**src/rtl/image_store_buffer_sched.sv**
```systemverilog
// ---------------------------------------------------------------------------
// image_store_buffer_sched
//
// Frame-buffer rotation scheduler for the image store write path. Once per
// frame it arms the Avalon-MM store master with a one-cycle enable and a
// buffer base address. Writes rotate across NUM_BUF buffers in DDR. The
// newest complete buffer can be handed to a reader and locked there. The
// writer never targets the locked buffer or the newest complete buffer.
//
// Parameters
//   NUM_BUF  buffers in rotation (3..8)
//   ADDR_W   address width
//
// Ports
//   clk, rst         clock, asynchronous active-high reset
//   cfg_base         address of buffer 0
//   cfg_frame_bytes  stride between buffers
//   cfg_continuous   1: re-arm after every frame, 0: one frame then idle
//   cfg_start        pulse, start scheduling (only honoured in IDLE)
//   cfg_stop         pulse, stop once the current frame completes
//   wr_en            one-cycle arm pulse to the store master
//   wr_address       target buffer address, held from ARM through COMMIT
//   wr_done          pulse from the store master, frame written
//   busy             scheduler not IDLE
//   rd_req           pulse, reader asks for the newest frame
//   rd_grant         one-cycle pulse, rd_address valid and buffer locked
//   rd_address       locked buffer address, held until the next grant
//   rd_release       pulse, reader finished with the locked buffer
//   frame_cnt        committed frames, wraps at 2^32
//   drop_cnt         (IMAGE_STORE_DROP_CNT_EN only) count of frames that
//                    were overwritten before a reader took them, saturating
//
// Optional feature macro: IMAGE_STORE_DROP_CNT_EN
// ---------------------------------------------------------------------------
module image_store_buffer_sched #(
  parameter  int NUM_BUF = 3,
  parameter  int ADDR_W  = 32,
  localparam int IDX_W   = $clog2(NUM_BUF)
) (
  input  logic              clk,
  input  logic              rst,
  input  logic [ADDR_W-1:0] cfg_base,
  input  logic [ADDR_W-1:0] cfg_frame_bytes,
  input  logic              cfg_continuous,
  input  logic              cfg_start,
  input  logic              cfg_stop,
  output logic              wr_en,
  output logic [ADDR_W-1:0] wr_address,
  input  logic              wr_done,
  output logic              busy,
  input  logic              rd_req,
  output logic              rd_grant,
  output logic [ADDR_W-1:0] rd_address,
  input  logic              rd_release,
  output logic [31:0]       frame_cnt
`ifdef IMAGE_STORE_DROP_CNT_EN
  ,
  output logic [15:0]       drop_cnt
`endif
);

  typedef enum logic [2:0] {
    S_IDLE,
    S_PICK,
    S_ARM,
    S_WAIT,
    S_COMMIT
  } state_t;

  state_t            state;
  logic [IDX_W-1:0]  wr_idx;
  logic              stop_flag;

  // Newest complete frame
  logic              latest_valid;
  logic [IDX_W-1:0]  latest_idx;
  logic [ADDR_W-1:0] latest_addr;

  // Buffer currently held by the reader
  logic              lock_valid;
  logic [IDX_W-1:0]  lock_idx;

  logic [IDX_W-1:0]  pick_idx;
  logic [ADDR_W-1:0] pick_addr;
  logic              grant_now;
  logic              commit_now;

  // Lowest buffer index that is neither the newest frame nor the locked one.
  // With at least three buffers such an index always exists.
  always_comb begin
    // NOTE: every signal assigned in a combinational block gets a default
    // first, otherwise paths that skip an assignment infer a latch.
    pick_idx = '0;
    for (int i = NUM_BUF - 1; i >= 0; i--) begin
      if (!(latest_valid && latest_idx == IDX_W'(i)) &&
          !(lock_valid   && lock_idx   == IDX_W'(i)))
        pick_idx = IDX_W'(i);
    end
    pick_addr = cfg_base + ADDR_W'(pick_idx) * cfg_frame_bytes;
  end

  // Release has priority over a request in the same cycle.
  assign grant_now  = !rd_release && rd_req && latest_valid && !lock_valid;
  assign commit_now = (state == S_COMMIT);

  // Write scheduler FSM
  always_ff @(posedge clk or posedge rst) begin
    if (rst) begin
      state        <= S_IDLE;
      wr_en        <= 1'b0;
      wr_address   <= '0;
      wr_idx       <= '0;
      busy         <= 1'b0;
      frame_cnt    <= '0;
      stop_flag    <= 1'b0;
      latest_valid <= 1'b0;
      latest_idx   <= '0;
      latest_addr  <= '0;
    end else begin
      // NOTE: sequential state uses non-blocking assignments so every
      // register samples pre-edge values regardless of statement order.
      wr_en <= 1'b0;

      if (state != S_IDLE && cfg_stop)
        stop_flag <= 1'b1;

      case (state)
        S_IDLE: begin
          if (cfg_start) begin
            state <= S_PICK;
            busy  <= 1'b1;
          end
        end
        S_PICK: begin
          // Config is sampled here and nowhere else during a frame.
          wr_idx     <= pick_idx;
          wr_address <= pick_addr;
          wr_en      <= 1'b1;
          state      <= S_ARM;
        end
        S_ARM: begin
          state <= S_WAIT;
        end
        S_WAIT: begin
          if (wr_done)
            state <= S_COMMIT;
        end
        S_COMMIT: begin
          latest_idx   <= wr_idx;
          latest_addr  <= wr_address;
          latest_valid <= 1'b1;
          frame_cnt    <= frame_cnt + 32'd1;
          if (cfg_continuous && !stop_flag && !cfg_stop) begin
            state <= S_PICK;
          end else begin
            state     <= S_IDLE;
            busy      <= 1'b0;
            stop_flag <= 1'b0;
          end
        end
        default: begin
          state <= S_IDLE;
          busy  <= 1'b0;
        end
      endcase
    end
  end

  // Reader hand-off. A request in the COMMIT cycle sees the pre-commit latest
  // frame, because latest_* only updates at the end of that cycle.
  always_ff @(posedge clk or posedge rst) begin
    if (rst) begin
      rd_grant   <= 1'b0;
      rd_address <= '0;
      lock_valid <= 1'b0;
      lock_idx   <= '0;
    end else begin
      rd_grant <= 1'b0;
      if (rd_release) begin
        lock_valid <= 1'b0;
      end else if (grant_now) begin
        rd_grant   <= 1'b1;
        rd_address <= latest_addr;
        lock_valid <= 1'b1;
        lock_idx   <= latest_idx;
      end
    end
  end

`ifdef IMAGE_STORE_DROP_CNT_EN
  // latest_granted tracks whether the current newest frame has been given to
  // a reader. A commit that replaces an ungranted frame counts as a drop.
  logic latest_granted;

  always_ff @(posedge clk or posedge rst) begin
    if (rst) begin
      latest_granted <= 1'b0;
      drop_cnt       <= '0;
    end else begin
      if (commit_now) begin
        latest_granted <= 1'b0;
        if (latest_valid && !latest_granted && !grant_now &&
            drop_cnt != 16'hFFFF)
          drop_cnt <= drop_cnt + 16'd1;
      end else if (grant_now) begin
        latest_granted <= 1'b1;
      end
    end
  end
`else
  logic unused_commit;
  assign unused_commit = commit_now;
`endif

endmodule

```
**config.mk**
```make
export PLATFORM = sky130hd
export DESIGN_NAME = image_store_buffer_sched
export DESIGN_NICKNAME = d
export VERILOG_FILES = /design/src/rtl/image_store_buffer_sched.sv
export SDC_FILE = /design/constraint.sdc
export NUM_CORES = 1
export LEC_CHECK = 0
export ABC_CLOCK_PERIOD_IN_PS = 3900
export BUFFER_PORTS_ARGS = -buffer_cell sky130_fd_sc_hd__buf_2
export CAP_MARGIN = 20
export CORE_ASPECT_RATIO = 1.25
export CORE_MARGIN = 2
export CORE_UTILIZATION = 30
export DETAILED_ROUTE_END_ITERATION = 12
export PLACE_DENSITY = 0.63
export RECOVER_POWER = 50
export SKIP_CTS_REPAIR_TIMING = 1
export SLEW_MARGIN = 30
export SYNTH_ARGS = -nofsm -noshare
export SYNTH_HDL_FRONTEND = slang
export SYNTH_SLANG_ARGS = --single-unit
```
**constraint.sdc**
```tcl
create_clock -name clk -period 3.9 [get_ports clk]
set_input_delay 0 -clock clk [delete_from_list [all_inputs] [get_ports clk]]
set_output_delay 0 -clock clk [all_outputs]
set_load 0.005 [all_outputs]
```
==> flow_metrics.tcl, run 1 <==
set metrics [dict create \
    outcome "complete, but fails checks" \
    violations "capacitance limit, slew limit" \
    fin_setup_tns_ns 0 \
    crit_path_end "wr_address[26]$_DFFE_PP0P_" \
    hold_viol 0 \
    drt-wirelength-per-cell_um 15.11 \
    clock_latency_ns 0.42 \
    worst-path-buf-inv 3 \
    fp-row-count 68 \
    drc 0 \
    cpMaxStageDelayCell "fa_1" \
    r2r-start "lock_valid$_DFFE_PP0P_" \
    htreeDepth 4 \
    root_buffer "clkbuf_16" \
    drive_gt1_share_pct 29.44 \
    netlist_instances 845 \
    ys_seq_area_share_pct 42.81 \
    placed_cell_area_um2 9960 \
    drtPass1Iterations 4 \
    cp-startpoint "lock_valid$_DFFE_PP0P_" \
    cp.depth 16 \
    min_path_type "in -> reg" \
    cp_cell_sequence "nor2b_2 > a22oi_2 > o21a_2 > buf_6 > nand2_1 > fa_1 > inv_1 > buf_4 > ha_1 > a21o_1 > nand4_1 > a21oi_2 > o31a_1 > o21ai_0 > mux2_2 > a221o_1" \
    fill_cells 2732 \
    rrSetupSlack_ns 0.12 \
    synthToLayoutAreaGrowth_pct 30.09 \
    io_pins 171 \
    cts-buffers-inserted 17 \
    clk_path_buf_depth 2 \
    globalplace.congestion 0.9229 \
    vias 6727 \
    cts_tree "done" \
    core_area_um2 27480 \
    grt_max_degree 70 \
    setup.worst_path.start_class "register" \
    synth_commonest_cells "143 x dfrtp_1, 138 x nand2_1, 90 x inv_1" \
    clock_sinks 143 \
    min_period_ns 3.778 \
    postSynthAreaPerCell_um2 9.893 \
    fmax_mhz 264.7 \
    crit_family "compound AO/OA/AOI/OAI gates" \
    crit_fanout 5 \
    detail-route-antenna-nets 0 \
    drv_cap 1 \
    finalSetupViolCount 0 \
    crit_required_ns 4.20 \
    arrival_ns 4.08 \
    maxSlewHeadroom_pct -73.78 \
    gr-total-overflow 0 \
    crit_path_end_kind "register" \
    syn_nets 980 \
    path_clk_slew_ns 0.06 \
    path_class "reg -> reg" \
    worst_pin_slew_ns 2.607 \
    synth_cell_types 56 \
    die_y_um 190.6 \
    ff2ff_path_depth 16 \
    synth_warnings 0 \
    synth_top_area_cell "dfrtp_1" \
    synth_top_flop_cell "dfrtp_1" \
    dp_hpwl_mm 16.15 \
    p_leak_nw 5.302 \
    syn-cell-area_um2 8359 \
    routed_wl_mm 21.74 \
    power.total_mw 8.957 \
    synth_top_area_share_pct 42.81 \
    portBuffers 170 \
    powerDensity_nw_per_um2 823.7 \
    synth_edf_count 0 \
    fin_crit_sh_pct 96.88 \
    reg2reg_to "wr_address[26]$_DFFE_PP0P_" \
    synth_seq_cells 143 \
    grt_pass1_wl_mm 34.23 \
    async_flop_share_pct 100.0 \
    synth_area_leaders "dfrtp_1 43%, mux2_2 9.6%, fa_1 7.4%" \
    viasPerCell 4.675 \
    fp.dieArea_um2 29220 \
    critPathMaxStageDelay_ns 0.48 \
    fin_util_pct 39.57 \
    synth.most_common_cell "dfrtp_1" \
    slew_viol_final 70 \
    antenna_found_initial 2 \
    finish.instance_area_um2 10870 \
    initial_core_util_pct 30.42 \
    fin_worst_skew_ns 0.01258 \
    die_x_um 153.3 \
    grt_pass1_vias 6757 \
    peakVddDrop_uv 310.9 \
    grt.total_usage_pct 14.55 \
    regArea_um2 3578 \
    layout.nets 1210 \
    whs_ns 0.03908 \
    drt-initial-drc-count 283 \
    multi_input_area_um2 4557 \
]
## metal layers
metal,wire (um),vias up,share of wire [%],global-route usage [%]
li1,-,3316,-,-
met1,9470,3238,44,17.77
met2,11050,153,51,25.67
met3,865,20,4.0,2.818
met4,351,0,1.6,4.986
met5,0,-,0,0
## cells in the final DEF (no fill, tap or decap), types with 8 or more instances in the layout
cell | synthesis | routed
dfrtp_1 | 143 | 143
nand2_1 | 138 | 136
buf_2 | 0 | 120
inv_1 | 90 | 90
mux2_2 | 71 | 71
clkbuf_1 | 28 | 52
buf_4 | 0 | 52
a21oi_1 | 41 | 37
nor2_1 | 36 | 36
xnor2_1 | 37 | 36
o21ai_0 | 34 | 33
fa_1 | 31 | 30
ha_1 | 32 | 26
nand4_1 | 25 | 25
nand3_1 | 19 | 19
xor2_1 | 19 | 19
clkbuf_16 | 0 | 18
dlygate4sd3_1 | 0 | 11
a21o_1 | 10 | 10
and2_1 | 9 | 8
## worst min-delay path, cell delays in order
cell and delay, ns:
buf_2 0.10, and2_1 0.11, ha_1 0.12, nand2_1 0.04, nand2_1 0.04
## metrics by stage
step / setup slack, ns / std cells
floorplan: 0.05041 / 845
global placement: -0.02933 / 1387
detailed placement: -0.08104 / 1387
CTS: -0.1072 / 1418
global route: -0.01529 / 1439
finish: 0.1218 / 1439
## layout make-up
class                           count  area share, %
Clock buffer                       21          4.326
Sequential cell                   143          32.91
Timing Repair Buffer              240          12.74
Antenna cell                        2        0.04602
Clock inverter                     10         0.9435
Inverter                           90          3.107
Tap cell                          350          4.027
Multi-Input combinational cell    583          41.91
## worst min-delay path by stage
| stage | startpoint | to | slack, ns | cells past startpoint |
|---|---|---|---|---|
| 2_1_floorplan | rd_release | lock_valid$_DFFE_PP0P_ | 0.07 | 1 |
| 3_3_place_gp | rst | frame_cnt[8]$_DFFE_PP0N_ | 0.15 | 2 |
| 3_5_place_dp | rst | frame_cnt[8]$_DFFE_PP0N_ | 0.15 | 2 |
| 4_1_cts | rst | frame_cnt[5]$_DFFE_PP0N_ | -0.29 | 2 |
| 5_1_grt | cfg_frame_bytes[0] | wr_address[0]$_DFFE_PP0P_ | 0.04 | 5 |
| 6_report | cfg_frame_bytes[0] | wr_address[0]$_DFFE_PP0P_ | 0.04 | 5 |
## cell families (layout without fill, tap and decap cells)
group,Yosys count,after routing,share of synthesized area [%]
flops,143,143,42.81
compound gates,126,127,9.280
other cells,0,2,0
fa+ha+maj,63,63,12.21
xor+xnor,56,56,5.867
buf+inv,120,361,5.388
mux,72,72,9.684
simple gates,265,265,14.76
## registers in the layout, indices dropped and copies added, names as in the netlist
register	flops
frame_cnt	32
latest_addr	32
rd_address	32
wr_address	32
state	3
latest_idx	2
lock_idx	2
wr_idx	2
busy	1
latest_valid	1
lock_valid	1
rd_grant	1
stop_flag	1
wr_en	1
## power by group
| group | internal (mW) | switching [mW] | total, mW |
|---|---|---|---|
| registers | 2.04 | 0.415 | 2.45 |
| clock network | 0.935 | 0.655 | 1.59 |
| logic | 2.27 | 2.65 | 4.92 |
| total | 5.24 | 3.72 | 8.96 |
No activity file was read; power rests on OpenSTA's default activity.
==> run 2: changes to the inputs <==
==> constraint.sdc (replaced) <==
create_clock -name clk -period 3.9 [get_ports clk]
set_input_delay 0 -clock clk [delete_from_list [all_inputs] [get_ports clk]]
set_output_delay 0 -clock clk [all_outputs]
set_load 0.05 [all_outputs]
==> run 2 against run 1 <==
Compared with the run above: the flow still finishes with violations (capacitance limit, slew limit); via count grew 0.31%; sequential power hardly changed; final cell count is the same; first-iteration DRC count up 6.0%; critical endpoint unchanged; largest power group unchanged; register-to-register slack hardly changed.
==> flow_metrics.tcl, run 2 (synthesis gave the netlist of run 1 again) <==
set metrics [dict create \
    placed_cell_area_um2 9960 \
    p_leak_nw 5.120 \
    crit_fanout 5 \
    root_buffer "clkbuf_16" \
    fp.dieArea_um2 29220 \
    routed-wl-met3_um 828 \
    powerDensity_nw_per_um2 936.7 \
    fmax_mhz 264.8 \
    finalSetupViolCount 0 \
    grt_pass1_vias 6757 \
    portBuffers 170 \
    path_class "reg -> reg" \
    drv_cap 1 \
    dp_hpwl_mm 16.15 \
    crit_required_ns 4.20 \
    final_cell_mix "143 x dfrtp_1, 136 x nand2_1, 101 x clkbuf_1, 90 x inv_1" \
    arrival_ns 4.08 \
    routed_wl_mm 21.78 \
    crit_path_end_kind "register" \
    worst_pin_slew_ns 2.608 \
    maxUsedRoutingLayer "met4" \
    clock_sinks 143 \
    viasPerCell 4.689 \
    fin_worst_skew_ns 0.01258 \
    fin_util_pct 39.35 \
    vias 6748 \
    outcome "complete, but fails checks" \
    initial_core_util_pct 30.42 \
    setup.worst_path.start_class "register" \
    slew_viol_final 70 \
    cts_tree "done" \
    min_period_ns 3.777 \
    grt_max_degree 70 \
    peakVddDrop_uv 392.6 \
    clock_latency_ns 0.42 \
    drtPass1Iterations 4 \
    clk_path_buf_depth 2 \
    core_area_um2 27480 \
    drc 0 \
    drt-initial-drc-count 300 \
    final_common_cell "dfrtp_1" \
    fp-row-count 68 \
    synthToLayoutAreaGrowth_pct 29.35 \
    antenna_found_initial 2 \
    grt_pass1_wl_mm 34.23 \
    io_pins 171 \
    whs_ns 0.03934 \
    gr-total-overflow 0 \
    power.total_mw 10.13 \
    fin_ws_ns 0.1229 \
    grt.total_usage_pct 14.55 \
    maxSlewHeadroom_pct -73.89 \
    detail-route-antenna-nets 0 \
    path_clk_slew_ns 0.06 \
    finish.instance_area_um2 10810 \
    die_y_um 190.6 \
    dp_slack_ns -0.08104 \
    dr_wl_met2_mm 11.06 \
    die_x_um 153.3 \
    wl_met1_mm 9.545 \
    cts-buffers-inserted 17 \
    drive_gt1_share_pct 24.93 \
    htreeDepth 4 \
    violations "capacitance limit, slew limit" \
    min_path_type "in -> reg" \
    hold_viol 0 \
    fin_crit_sh_pct 96.85 \
    globalplace.congestion 0.9229 \
    drt-wirelength-per-cell_um 15.14 \
    layout.nets 1210 \
]
run 2: metrics by stage:
| stage | std cells | TNS [ns] |
|---|---|---|
| 4_1_cts | 1418 | -0.3566 |
| 5_1_grt | 1439 | -0.02330 |
| 3_5_place_dp | 1387 | -0.1527 |
| 6_report | 1439 | 0 |
| 2_1_floorplan | 845 | 0 |
| 3_3_place_gp | 1387 | -0.02933 |
run 2: routing by layer:
metal,global-route usage (%),vias to the layer above
met4,4.986,0
met5,0,-
met3,2.818,20
met1,17.77,3258
met2,25.67,151
li1,-,3319
run 2: worst paths after layout:
path / cells after the start / to / startpoint / slack, ns
max reg2reg: 16 / wr_address[26]$_DFFE_PP0P_ / lock_valid$_DFFE_PP0P_ / 0.12
max in group asynchronous: 4 / rd_address[5]$_DFFE_PP0P_ / rst / 0.89
min reg2reg: 1 / frame_cnt[31]$_DFFE_PP0N_ / frame_cnt[31]$_DFFE_PP0N_ / 0.46
max: 16 / wr_address[26]$_DFFE_PP0P_ / lock_valid$_DFFE_PP0P_ / 0.12
min in group asynchronous: 3 / frame_cnt[9]$_DFFE_PP0N_ / rst / 1.06
min: 5 / wr_address[0]$_DFFE_PP0P_ / cfg_frame_bytes[0] / 0.04
run 2: worst max-delay path, stage by stage (launching register included):
cell and delay (ns):
dfrtp_1 0.37, nor2b_2 0.17, a22oi_2 0.15, o21a_2 0.25, buf_6 0.13, nand2_1 0.07
fa_1 0.48, inv_1 0.07, buf_4 0.13, ha_1 0.28, a21o_1 0.21, nand4_1 0.13
a21oi_2 0.08, o31a_1 0.33, o21ai_0 0.21, mux2_2 0.35, a221o_1 0.25
run 2: cell type report:
| cell class | count | area (um^2) |
|---|---|---|
| sequential | 143 | 3578 |
| tap | 350 | 437.9 |
| timing repair buffer | 240 | 1324 |
| clock buffer | 21 | 470.5 |
| clock inverter | 10 | 102.6 |
| fill | 2763 | 16670 |
| inverter | 90 | 337.8 |
| antenna | 2 | 5.005 |
| multi-input combinational | 583 | 4557 |
run 2: report_power, final:
part	switching (mW)	internal (mW)	leakage, nW	total [mW]
Combinational	3.85	2.23	3.01	6.08
Clock	0.657	0.935	0.277	1.59
Sequential	0.419	2.04	1.83	2.45
Total	4.93	5.20	5.12	10.1
